--- config.mk ---
export PLATFORM = sky130hd
export DESIGN_NAME = kanagawa_memory_rmw_flat
export DESIGN_NICKNAME = d
export VERILOG_FILES = /design/src/rtl/kanagawa_memory_rmw_pkg.sv /design/src/rtl/kanagawa_memory_rmw_if.sv /design/src/rtl/kanagawa_memory_rmw_alu.sv /design/src/rtl/kanagawa_memory_rmw.sv /design/src/flat_wrapper.sv
export SDC_FILE = /design/constraint.sdc
export NUM_CORES = 1
export LEC_CHECK = 0
export BUFFER_PORTS_ARGS = -buffer_cell sky130_fd_sc_hd__buf_2
export CORE_MARGIN = 2
export CORE_UTILIZATION = 55
export DETAILED_ROUTE_END_ITERATION = 12
export PLACE_DENSITY_LB_ADDON = 0.25
export SYNTH_ARGS = -nofsm -noshare
export SYNTH_HDL_FRONTEND = slang
export SYNTH_SLANG_ARGS = --single-unit
--- constraint.sdc ---
create_clock -name clk -period 4.7 [get_ports clk]
set_input_delay 0.47 -clock clk [delete_from_list [all_inputs] [get_ports clk]]
set_output_delay 0.47 -clock clk [all_outputs]
set_load 0.01 [all_outputs]
--- src/rtl/kanagawa_memory_rmw_pkg.sv ---
// kanagawa_memory_rmw_pkg
// Shared types for the read-modify-write front end.
//   rmw_op_t    : atomic operation encoding
//   rmw_stage_t : one entry of the valid-tagged request pipeline
// The stage struct is sized by RMW_DATA_WIDTH / RMW_ADDR_WIDTH. The top
// level rejects any other width at elaboration.
package kanagawa_memory_rmw_pkg;

  localparam int RMW_DATA_WIDTH = 32;
  localparam int RMW_ADDR_WIDTH = 10;

  typedef enum logic [1:0] {
    OP_READ  = 2'b00,
    OP_WRITE = 2'b01,
    OP_ADD   = 2'b10,
    OP_SUB   = 2'b11
  } rmw_op_t;

  typedef struct packed {
    logic                      valid;
    rmw_op_t                   op;
    logic [RMW_ADDR_WIDTH-1:0] addr;
    logic [RMW_DATA_WIDTH-1:0] operand;
  } rmw_stage_t;

endpackage

--- src/rtl/kanagawa_memory_rmw_if.sv ---
// kanagawa_memory_rmw_if
// Request, RAM and response bundle of the RMW front end.
//   slave  : the RMW block (consumes requests and read data, drives the rest)
//   master : the environment (requester, RAM with bypass, response sink)
interface kanagawa_memory_rmw_if
  import kanagawa_memory_rmw_pkg::*;
#(
  parameter int DATA_WIDTH = RMW_DATA_WIDTH,
  parameter int ADDR_WIDTH = RMW_ADDR_WIDTH
) ();

  logic                  req_valid;
  logic                  req_ready;
  rmw_op_t               req_op;
  logic [ADDR_WIDTH-1:0] req_addr;
  logic [DATA_WIDTH-1:0] req_operand;
  logic [ADDR_WIDTH-1:0] ram_rd_addr;
  logic [DATA_WIDTH-1:0] ram_rd_data;
  logic                  ram_wren;
  logic [ADDR_WIDTH-1:0] ram_wr_addr;
  logic [DATA_WIDTH-1:0] ram_wr_data;
  logic                  rsp_valid;
  logic [DATA_WIDTH-1:0] rsp_old_data;
  logic [DATA_WIDTH-1:0] rsp_new_data;
  logic                  init_done;

  modport slave (
    input  req_valid, req_op, req_addr, req_operand, ram_rd_data,
    output req_ready, ram_rd_addr, ram_wren, ram_wr_addr, ram_wr_data,
           rsp_valid, rsp_old_data, rsp_new_data, init_done
  );

  modport master (
    output req_valid, req_op, req_addr, req_operand, ram_rd_data,
    input  req_ready, ram_rd_addr, ram_wren, ram_wr_addr, ram_wr_data,
           rsp_valid, rsp_old_data, rsp_new_data, init_done
  );

endinterface

--- src/rtl/kanagawa_memory_rmw_alu.sv ---
// kanagawa_memory_rmw_alu
// Combinational update of one word: (op, old, operand) -> new.
//   i_op      : operation
//   i_old     : current (bypass-corrected) word value
//   i_operand : request operand
//   o_new     : word value after the operation
// Macro KANAGAWA_MEMORY_RMW_SATURATE_EN: ADD clamps to all-ones on carry,
// SUB clamps to zero on borrow. Without it both wrap.
module kanagawa_memory_rmw_alu
  import kanagawa_memory_rmw_pkg::*;
#(
  parameter int DATA_WIDTH = RMW_DATA_WIDTH
) (
  input  rmw_op_t               i_op,
  input  logic [DATA_WIDTH-1:0] i_old,
  input  logic [DATA_WIDTH-1:0] i_operand,
  output logic [DATA_WIDTH-1:0] o_new
);

`ifdef KANAGAWA_MEMORY_RMW_SATURATE_EN
  // One extra bit holds the carry (ADD) or borrow (SUB).
  logic [DATA_WIDTH:0] w_sum;
  logic [DATA_WIDTH:0] w_diff;
  assign w_sum  = {1'b0, i_old} + {1'b0, i_operand};
  assign w_diff = {1'b0, i_old} - {1'b0, i_operand};
`else
  logic [DATA_WIDTH-1:0] w_sum;
  logic [DATA_WIDTH-1:0] w_diff;
  assign w_sum  = i_old + i_operand;
  assign w_diff = i_old - i_operand;
`endif

  always_comb begin
    o_new = i_old;
    case (i_op)
      OP_READ:  o_new = i_old;
      OP_WRITE: o_new = i_operand;
`ifdef KANAGAWA_MEMORY_RMW_SATURATE_EN
      OP_ADD:   o_new = w_sum[DATA_WIDTH]  ? '1 : w_sum[DATA_WIDTH-1:0];
      OP_SUB:   o_new = w_diff[DATA_WIDTH] ? '0 : w_diff[DATA_WIDTH-1:0];
`else
      OP_ADD:   o_new = w_sum;
      OP_SUB:   o_new = w_diff;
`endif
      default:  o_new = i_old;
    endcase
  end

endmodule

--- src/rtl/kanagawa_memory_rmw.sv ---
// kanagawa_memory_rmw
// Fixed-latency read-modify-write front end for a RAM whose read path carries
// a write-bypass stage. After reset it sweeps INIT_VALUE into words
// 0..DEPTH-1, then accepts one READ/WRITE/ADD/SUB per cycle.
//   clk, rst_n : clock, asynchronous active-low reset
//   bus        : kanagawa_memory_rmw_if.slave
//                req_*  request handshake (req_ready high only in RUN)
//                ram_*  RAM read address/data, write port (mirrored to bypass)
//                rsp_*  response strobe with old/new word values
//                init_done sweep complete
// Optional macro: KANAGAWA_MEMORY_RMW_SATURATE_EN (saturating ADD/SUB).
//
// state   | meaning
// --------+--------------------------------------------------------------
// ST_INIT | sweep writes INIT_VALUE at r_cnt; one idle cycle after last
// ST_RUN  | accept requests, emit write + response READ_LATENCY+1 later
module kanagawa_memory_rmw
  import kanagawa_memory_rmw_pkg::*;
#(
  parameter int                    DATA_WIDTH   = RMW_DATA_WIDTH,
  parameter int                    ADDR_WIDTH   = RMW_ADDR_WIDTH,
  parameter int                    DEPTH        = 2 ** ADDR_WIDTH,
  parameter int                    READ_LATENCY = 1,
  parameter logic [DATA_WIDTH-1:0] INIT_VALUE   = '0
) (
  input logic                  clk,
  input logic                  rst_n,
  kanagawa_memory_rmw_if.slave bus
);

  if (DATA_WIDTH != RMW_DATA_WIDTH || ADDR_WIDTH != RMW_ADDR_WIDTH) begin : g_bad_width
    $error("kanagawa_memory_rmw: widths must match kanagawa_memory_rmw_pkg");
  end
  if (DEPTH < 1 || DEPTH > 2 ** ADDR_WIDTH) begin : g_bad_depth
    $error("kanagawa_memory_rmw: DEPTH out of range");
  end
  if (READ_LATENCY < 1 || READ_LATENCY > 2) begin : g_bad_latency
    $error("kanagawa_memory_rmw: READ_LATENCY must be 1 or 2");
  end

  typedef enum logic {ST_INIT, ST_RUN} state_t;

  localparam logic [ADDR_WIDTH:0] LP_DEPTH = (ADDR_WIDTH + 1)'(DEPTH);

  state_t                r_state;
  logic [ADDR_WIDTH:0]   r_cnt;
  logic                  r_ready;
  logic                  r_done;
  logic                  r_wren;
  logic [ADDR_WIDTH-1:0] r_wr_addr;
  logic [DATA_WIDTH-1:0] r_wr_data;
  logic                  r_rsp_valid;
  logic [DATA_WIDTH-1:0] r_old;
  logic [DATA_WIDTH-1:0] r_new;
  logic [ADDR_WIDTH-1:0] r_rd_addr;
  rmw_stage_t            r_stage [READ_LATENCY];

  logic                  w_accept;
  rmw_stage_t            w_tail;
  logic [DATA_WIDTH-1:0] w_new;

  assign w_accept = bus.req_valid && r_ready;
  assign w_tail   = r_stage[READ_LATENCY-1];

  // Read address is live in the accept cycle and parked otherwise.
  assign bus.ram_rd_addr  = w_accept ? bus.req_addr : r_rd_addr;
  assign bus.req_ready    = r_ready;
  assign bus.init_done    = r_done;
  assign bus.ram_wren     = r_wren;
  assign bus.ram_wr_addr  = r_wr_addr;
  assign bus.ram_wr_data  = r_wr_data;
  assign bus.rsp_valid    = r_rsp_valid;
  assign bus.rsp_old_data = r_old;
  assign bus.rsp_new_data = r_new;

  kanagawa_memory_rmw_alu #(.DATA_WIDTH(DATA_WIDTH)) u_alu (
    .i_op      (w_tail.op),
    .i_old     (bus.ram_rd_data),
    .i_operand (w_tail.operand),
    .o_new     (w_new)
  );

  always_ff @(posedge clk or negedge rst_n) begin
    if (!rst_n) begin
      r_state     <= ST_INIT;
      r_cnt       <= '0;
      r_ready     <= 1'b0;
      r_done      <= 1'b0;
      r_wren      <= 1'b0;
      r_wr_addr   <= '0;
      r_wr_data   <= '0;
      r_rsp_valid <= 1'b0;
      r_old       <= '0;
      r_new       <= '0;
      r_rd_addr   <= '0;
      for (int i = 0; i < READ_LATENCY; i++) r_stage[i] <= '0;
    end else begin
      r_stage[0] <= '{valid: w_accept, op: bus.req_op, addr: bus.req_addr,
                      operand: bus.req_operand};
      for (int i = 1; i < READ_LATENCY; i++) r_stage[i] <= r_stage[i-1];
      if (w_accept) r_rd_addr <= bus.req_addr;

      case (r_state)
        ST_INIT: begin
          r_rsp_valid <= 1'b0;
          if (r_cnt != LP_DEPTH) begin
            r_wren    <= 1'b1;
            r_wr_addr <= r_cnt[ADDR_WIDTH-1:0];
            r_wr_data <= INIT_VALUE;
            r_cnt     <= r_cnt + 1'b1;
          end else begin
            // Write DEPTH-1 is on the port this cycle; open for requests next.
            r_wren  <= 1'b0;
            r_ready <= 1'b1;
            r_done  <= 1'b1;
            r_state <= ST_RUN;
          end
        end
        ST_RUN: begin
          r_wren      <= w_tail.valid && (w_tail.op != OP_READ);
          r_rsp_valid <= w_tail.valid;
          if (w_tail.valid) begin
            r_wr_addr <= w_tail.addr;
            r_wr_data <= w_new;
            r_old     <= bus.ram_rd_data;
            r_new     <= w_new;
          end
        end
        default: r_state <= ST_INIT;
      endcase
    end
  end

  a_addr_in_range : assert property (@(posedge clk) disable iff (!rst_n)
    w_accept |-> ({1'b0, bus.req_addr} < LP_DEPTH));

endmodule

--- src/flat_wrapper.sv ---
// flat-port wrapper written by rule: the top's interface ports become plain ports
module kanagawa_memory_rmw_flat import kanagawa_memory_rmw_pkg::*;
#(
  parameter int                    DATA_WIDTH   = RMW_DATA_WIDTH,
  parameter int                    ADDR_WIDTH   = RMW_ADDR_WIDTH,
  parameter int                    DEPTH        = 2 ** ADDR_WIDTH,
  parameter int                    READ_LATENCY = 1,
  parameter logic [DATA_WIDTH-1:0] INIT_VALUE   = '0
)
  (clk, rst_n, bus_req_valid, bus_req_op, bus_req_addr, bus_req_operand, bus_ram_rd_data, bus_req_ready, bus_ram_rd_addr, bus_ram_wren, bus_ram_wr_addr, bus_ram_wr_data, bus_rsp_valid, bus_rsp_old_data, bus_rsp_new_data, bus_init_done);
  kanagawa_memory_rmw_if #(.DATA_WIDTH(DATA_WIDTH), .ADDR_WIDTH(ADDR_WIDTH)) bus_i ();
  input logic clk;
  input logic rst_n;
  input wire logic [$bits(bus_i.req_valid)-1:0] bus_req_valid;
  input wire logic [$bits(bus_i.req_op)-1:0] bus_req_op;
  input wire logic [$bits(bus_i.req_addr)-1:0] bus_req_addr;
  input wire logic [$bits(bus_i.req_operand)-1:0] bus_req_operand;
  input wire logic [$bits(bus_i.ram_rd_data)-1:0] bus_ram_rd_data;
  output wire logic [$bits(bus_i.req_ready)-1:0] bus_req_ready;
  output wire logic [$bits(bus_i.ram_rd_addr)-1:0] bus_ram_rd_addr;
  output wire logic [$bits(bus_i.ram_wren)-1:0] bus_ram_wren;
  output wire logic [$bits(bus_i.ram_wr_addr)-1:0] bus_ram_wr_addr;
  output wire logic [$bits(bus_i.ram_wr_data)-1:0] bus_ram_wr_data;
  output wire logic [$bits(bus_i.rsp_valid)-1:0] bus_rsp_valid;
  output wire logic [$bits(bus_i.rsp_old_data)-1:0] bus_rsp_old_data;
  output wire logic [$bits(bus_i.rsp_new_data)-1:0] bus_rsp_new_data;
  output wire logic [$bits(bus_i.init_done)-1:0] bus_init_done;
  assign bus_i.req_valid = bus_req_valid;
  assign bus_i.req_op = bus_req_op;
  assign bus_i.req_addr = bus_req_addr;
  assign bus_i.req_operand = bus_req_operand;
  assign bus_i.ram_rd_data = bus_ram_rd_data;
  assign bus_req_ready = bus_i.req_ready;
  assign bus_ram_rd_addr = bus_i.ram_rd_addr;
  assign bus_ram_wren = bus_i.ram_wren;
  assign bus_ram_wr_addr = bus_i.ram_wr_addr;
  assign bus_ram_wr_data = bus_i.ram_wr_data;
  assign bus_rsp_valid = bus_i.rsp_valid;
  assign bus_rsp_old_data = bus_i.rsp_old_data;
  assign bus_rsp_new_data = bus_i.rsp_new_data;
  assign bus_init_done = bus_i.init_done;
  kanagawa_memory_rmw #(.DATA_WIDTH(DATA_WIDTH), .ADDR_WIDTH(ADDR_WIDTH), .DEPTH(DEPTH), .READ_LATENCY(READ_LATENCY), .INIT_VALUE(INIT_VALUE)) u_core (.clk(clk), .rst_n(rst_n), .bus(bus_i));
endmodule
==> flow_metrics.env <==
export IMPL_synth_avg_cell_area_sq_um=9.48
export IMPL_dp_slack_ns=0.556
export IMPL_ir_drop_uv=294
export IMPL_routed_wl_microns=25300
export IMPL_first_pass_iters=5
export IMPL_grt_usage=0.292
export IMPL_core_area_sq_um=16500
export IMPL_status="finished, final reports clean"
export IMPL_grt_max_degree=92
export IMPL_h_tree_depth=4
export IMPL_cp_end_kind="flop"
export IMPL_crit_required_ns=5.03
export IMPL_cp_num_buf_inv=0
export IMPL_arrival_ns=4.61
export IMPL_setup_viol_count_final=0
export IMPL_diodes=0
export IMPL_synthArstFlopShare=1.00
export IMPL_drv_slew=0
export IMPL_power_density_nw_per_um2=329
export IMPL_path_class="flop to flop"
export IMPL_cp_common_cell="and2_1"
export IMPL_worstMarginPinSlew_ns=0.889
export IMPL_skew_ns=0.0132
export IMPL_cts_tree="built"
export IMPL_synth_main_ff_cell="dfrtp_1"
export IMPL_synth_top_area_frac=0.475
export IMPL_postCtsResizedCells=0
export IMPL_cp_slowest_cell="nor4_1"
export IMPL_syn_num_nets=1093
export IMPL_worstPathCellList="nor4_1 > and2_1 > nand3_1 > nor2_1 > and2_1 > nor2_1 > xnor2_1 > ha_1 > nand2_1 > and2_1 > a311o_1 > and4_1 > nor3_1 > o311ai_0 > a21o_1"
export IMPL_drive_gt1_frac=0.231
export IMPL_rows=47
export IMPL_synth_area_sq_um=9280
export IMPL_slew_limit_headroom=0.394
export IMPL_die_area_sq_um=17900
export IMPL_cellLeakagePower_nw=5.39
export IMPL_fin_tns_setup_ns=0
export IMPL_path_delay_family="simple AND/OR/NAND/NOR gates"
export IMPL_grt_pass1_vias=7969
export IMPL_grt_overflow_total=0
export IMPL_grt_pass1_wl_microns=41300
export IMPL_met2_usage=0.461
export IMPL_worstSetupStartpointType="flop"
export IMPL_wl_per_cell_microns=18.2
export IMPL_nets=1272
export IMPL_use_met3=0.0624
export IMPL_finish_utilization=0.670
export IMPL_fin_crit_sh=0.910
export IMPL_fin_ws_ns=0.421
export IMPL_max_stage_delay_ns=0.69
export IMPL_synth_largest_area_cell="dfrtp_1"
export IMPL_ctsHoldBuffers=0
export IMPL_yosysSeqAreaShare=0.475
export IMPL_path_clk_slew_ns=0.07
export IMPL_p_total_mw=3.64
export IMPL_min_period_ns=4.28
export IMPL_synth_seq_cells=176
export IMPL_antenna_left=0
export IMPL_hpwl_microns=18400
export IMPL_gp_congestion=0.937
export IMPL_first_iter_violations=536
export IMPL_clockRootBuffer="clkbuf_16"
export IMPL_synth_edf_count=0
export IMPL_max_cap_viol_count=0
export IMPL_drt_vias_per_instance=5.79
export IMPL_synthTopCellsByArea="dfrtp_1 (47%), nand2_1 (7.7%), ha_1 (4.6%)"
export IMPL_critPathMaxFanout=7
export IMPL_clock_latency_ns=0.44
export IMPL_grt_util_met1=0.412
export IMPL_synth_commonest_cells="nand2_1 (191), dfrtp_1 (176), a21oi_1 (70)"
export IMPL_io_pins=199
export IMPL_dr_total_vias=8055
export IMPL_syn_inst=979
export IMPL_busiest_layer="met2"
export IMPL_antenna_found_initial=0
export IMPL_yosysMostFrequentCell="nand2_1"
export IMPL_io_buffers=198
export IMPL_die_w_microns=134
export IMPL_start_util=0.562
export IMPL_yosysWarnings=0
export IMPL_route_detailed_drc=0
export IMPL_hold_viol=0
export IMPL_cts_setup_buffers=0
export IMPL_rsz0062_at_grt="false"
export IMPL_fmax_mhz=234
export IMPL_cts_buffer_depth=2
export IMPL_cts_buffers=17
export IMPL_n_fill_cell=1361
export IMPL_syn_to_final_growth_pct=19.3
export IMPL_hold_path_class="input pin to async pin"
export IMPL_die_h_microns=134
export IMPL_numClockSinks=176
export IMPL_synth_cell_types=66
metrics by stage:
step                      hold WS [ns]  cell area (sq um)  std cells
after floorplan                  0.174               9280        979
after global placement           0.452              10500       1359
after detailed placement         0.457              10500       1359
after CTS                        0.120              11100       1391
after global routing             0.118              11100       1391
final                           0.0912              11100       1391
area by class of cell:
| type | instances | area, sq um | area share |
|---|---|---|---|
| inverter | 18 | 67.6 | 0.00610 |
| timing repair buffer | 212 | 1100 | 0.0996 |
| tap | 220 | 275 | 0.0249 |
| clock buffer | 17 | 425 | 0.0384 |
| clock inverter | 15 | 189 | 0.0171 |
| sequential | 176 | 4410 | 0.398 |
| multi-input combinational | 733 | 4610 | 0.416 |
flip-flops by register name, summed over array words and instances (netlist names):
name                     count
u_core.r_stage              45
u_core.bus.ram_wr_data      32
u_core.bus.rsp_new_data     32
u_core.bus.rsp_old_data     32
u_core.r_cnt                11
u_core.bus.ram_wr_addr      10
u_core.r_rd_addr            10
u_core.bus.ram_wren          1
u_core.bus.req_ready         1
u_core.bus.rsp_valid         1
u_core.r_state               1
placed cells by master, fill, tap and decap left out, drive strengths merged, types with 6 or more instances in the layout:
master  synthesis  final
a221o          11     11
and3            6      6
xor2           23     23
o31ai           7      7
mux2           15     15
nand4           6      6
nor2b          10     10
nor2           55     55
clkbuf         34     17
ha             34     34
inv            18     26
nor4            8      8
nand2         192    192
a211oi         14     14
mux2i          33     33
nor3           11     11
a21oi          71     71
dfrtp         176    176
a21o           25     25
clkinv          0      6
nand3          22     22
and2            7      7
o21ai          67     67
xnor2          39     39
o21bai          8      8
buf            18    212
a31oi           7      7
power by group:
group | internal, mW | switching (mW)
registers | 1.54 | 0.0285
logic | 0.232 | 0.384
clock network | 0.769 | 0.683
kinds of logic after synthesis:
kind of cell / count (synthesis) / synth area share
buffers and inverters: 70 / 0.0306
and+or+nand+nor: 341 / 0.163
DFF: 176 / 0.475
AOI/OAI and AO/OA: 247 / 0.171
muxes: 48 / 0.0538
adders and majority gates: 35 / 0.0480
xor gates and xnor gates: 62 / 0.0585
worst register-to-register path, cell delays in order, from the launching register on:
cell and delay (ns):
dfrtp_1 0.43, nor4_1 0.69, and2_1 0.33, nand3_1 0.15
nor2_1 0.35, and2_1 0.27, nor2_1 0.07, xnor2_1 0.13
ha_1 0.40, nand2_1 0.13, and2_1 0.17, a311o_1 0.30
and4_1 0.20, nor3_1 0.14, o311ai_0 0.19, a21o_1 0.20
worst paths after layout:
| kind | from | to | slack (ns) | cells past startpoint |
|---|---|---|---|---|
| setup / recovery | u_core.r_stage[4] | u_core.bus.ram_wr_data[30] | 0.42 | 15 |
| hold reg to reg | u_core.bus.rsp_old_data[12] | u_core.bus.rsp_old_data[12] | 0.47 | 2 |
| setup reg to reg | u_core.r_stage[4] | u_core.bus.ram_wr_data[30] | 0.42 | 15 |
| min in group clk | bus_req_operand[9] | u_core.r_stage[9] | 0.13 | 1 |
| hold / removal | rst_n | u_core.bus.rsp_old_data[10] | 0.09 | 1 |
| max in group asynchronous | rst_n | u_core.bus.ram_wr_addr[1] | 3.51 | 2 |
per-layer routing:
| layer | up-vias | share of wire |
|---|---|---|
| li1 | 3802 | - |
| met1 | 3907 | 0.45 |
| met2 | 310 | 0.46 |
| met3 | 36 | 0.077 |
| met4 | 0 | 0.018 |
| met5 | - | 0 |
No activity file was read; power rests on OpenSTA's default activity.
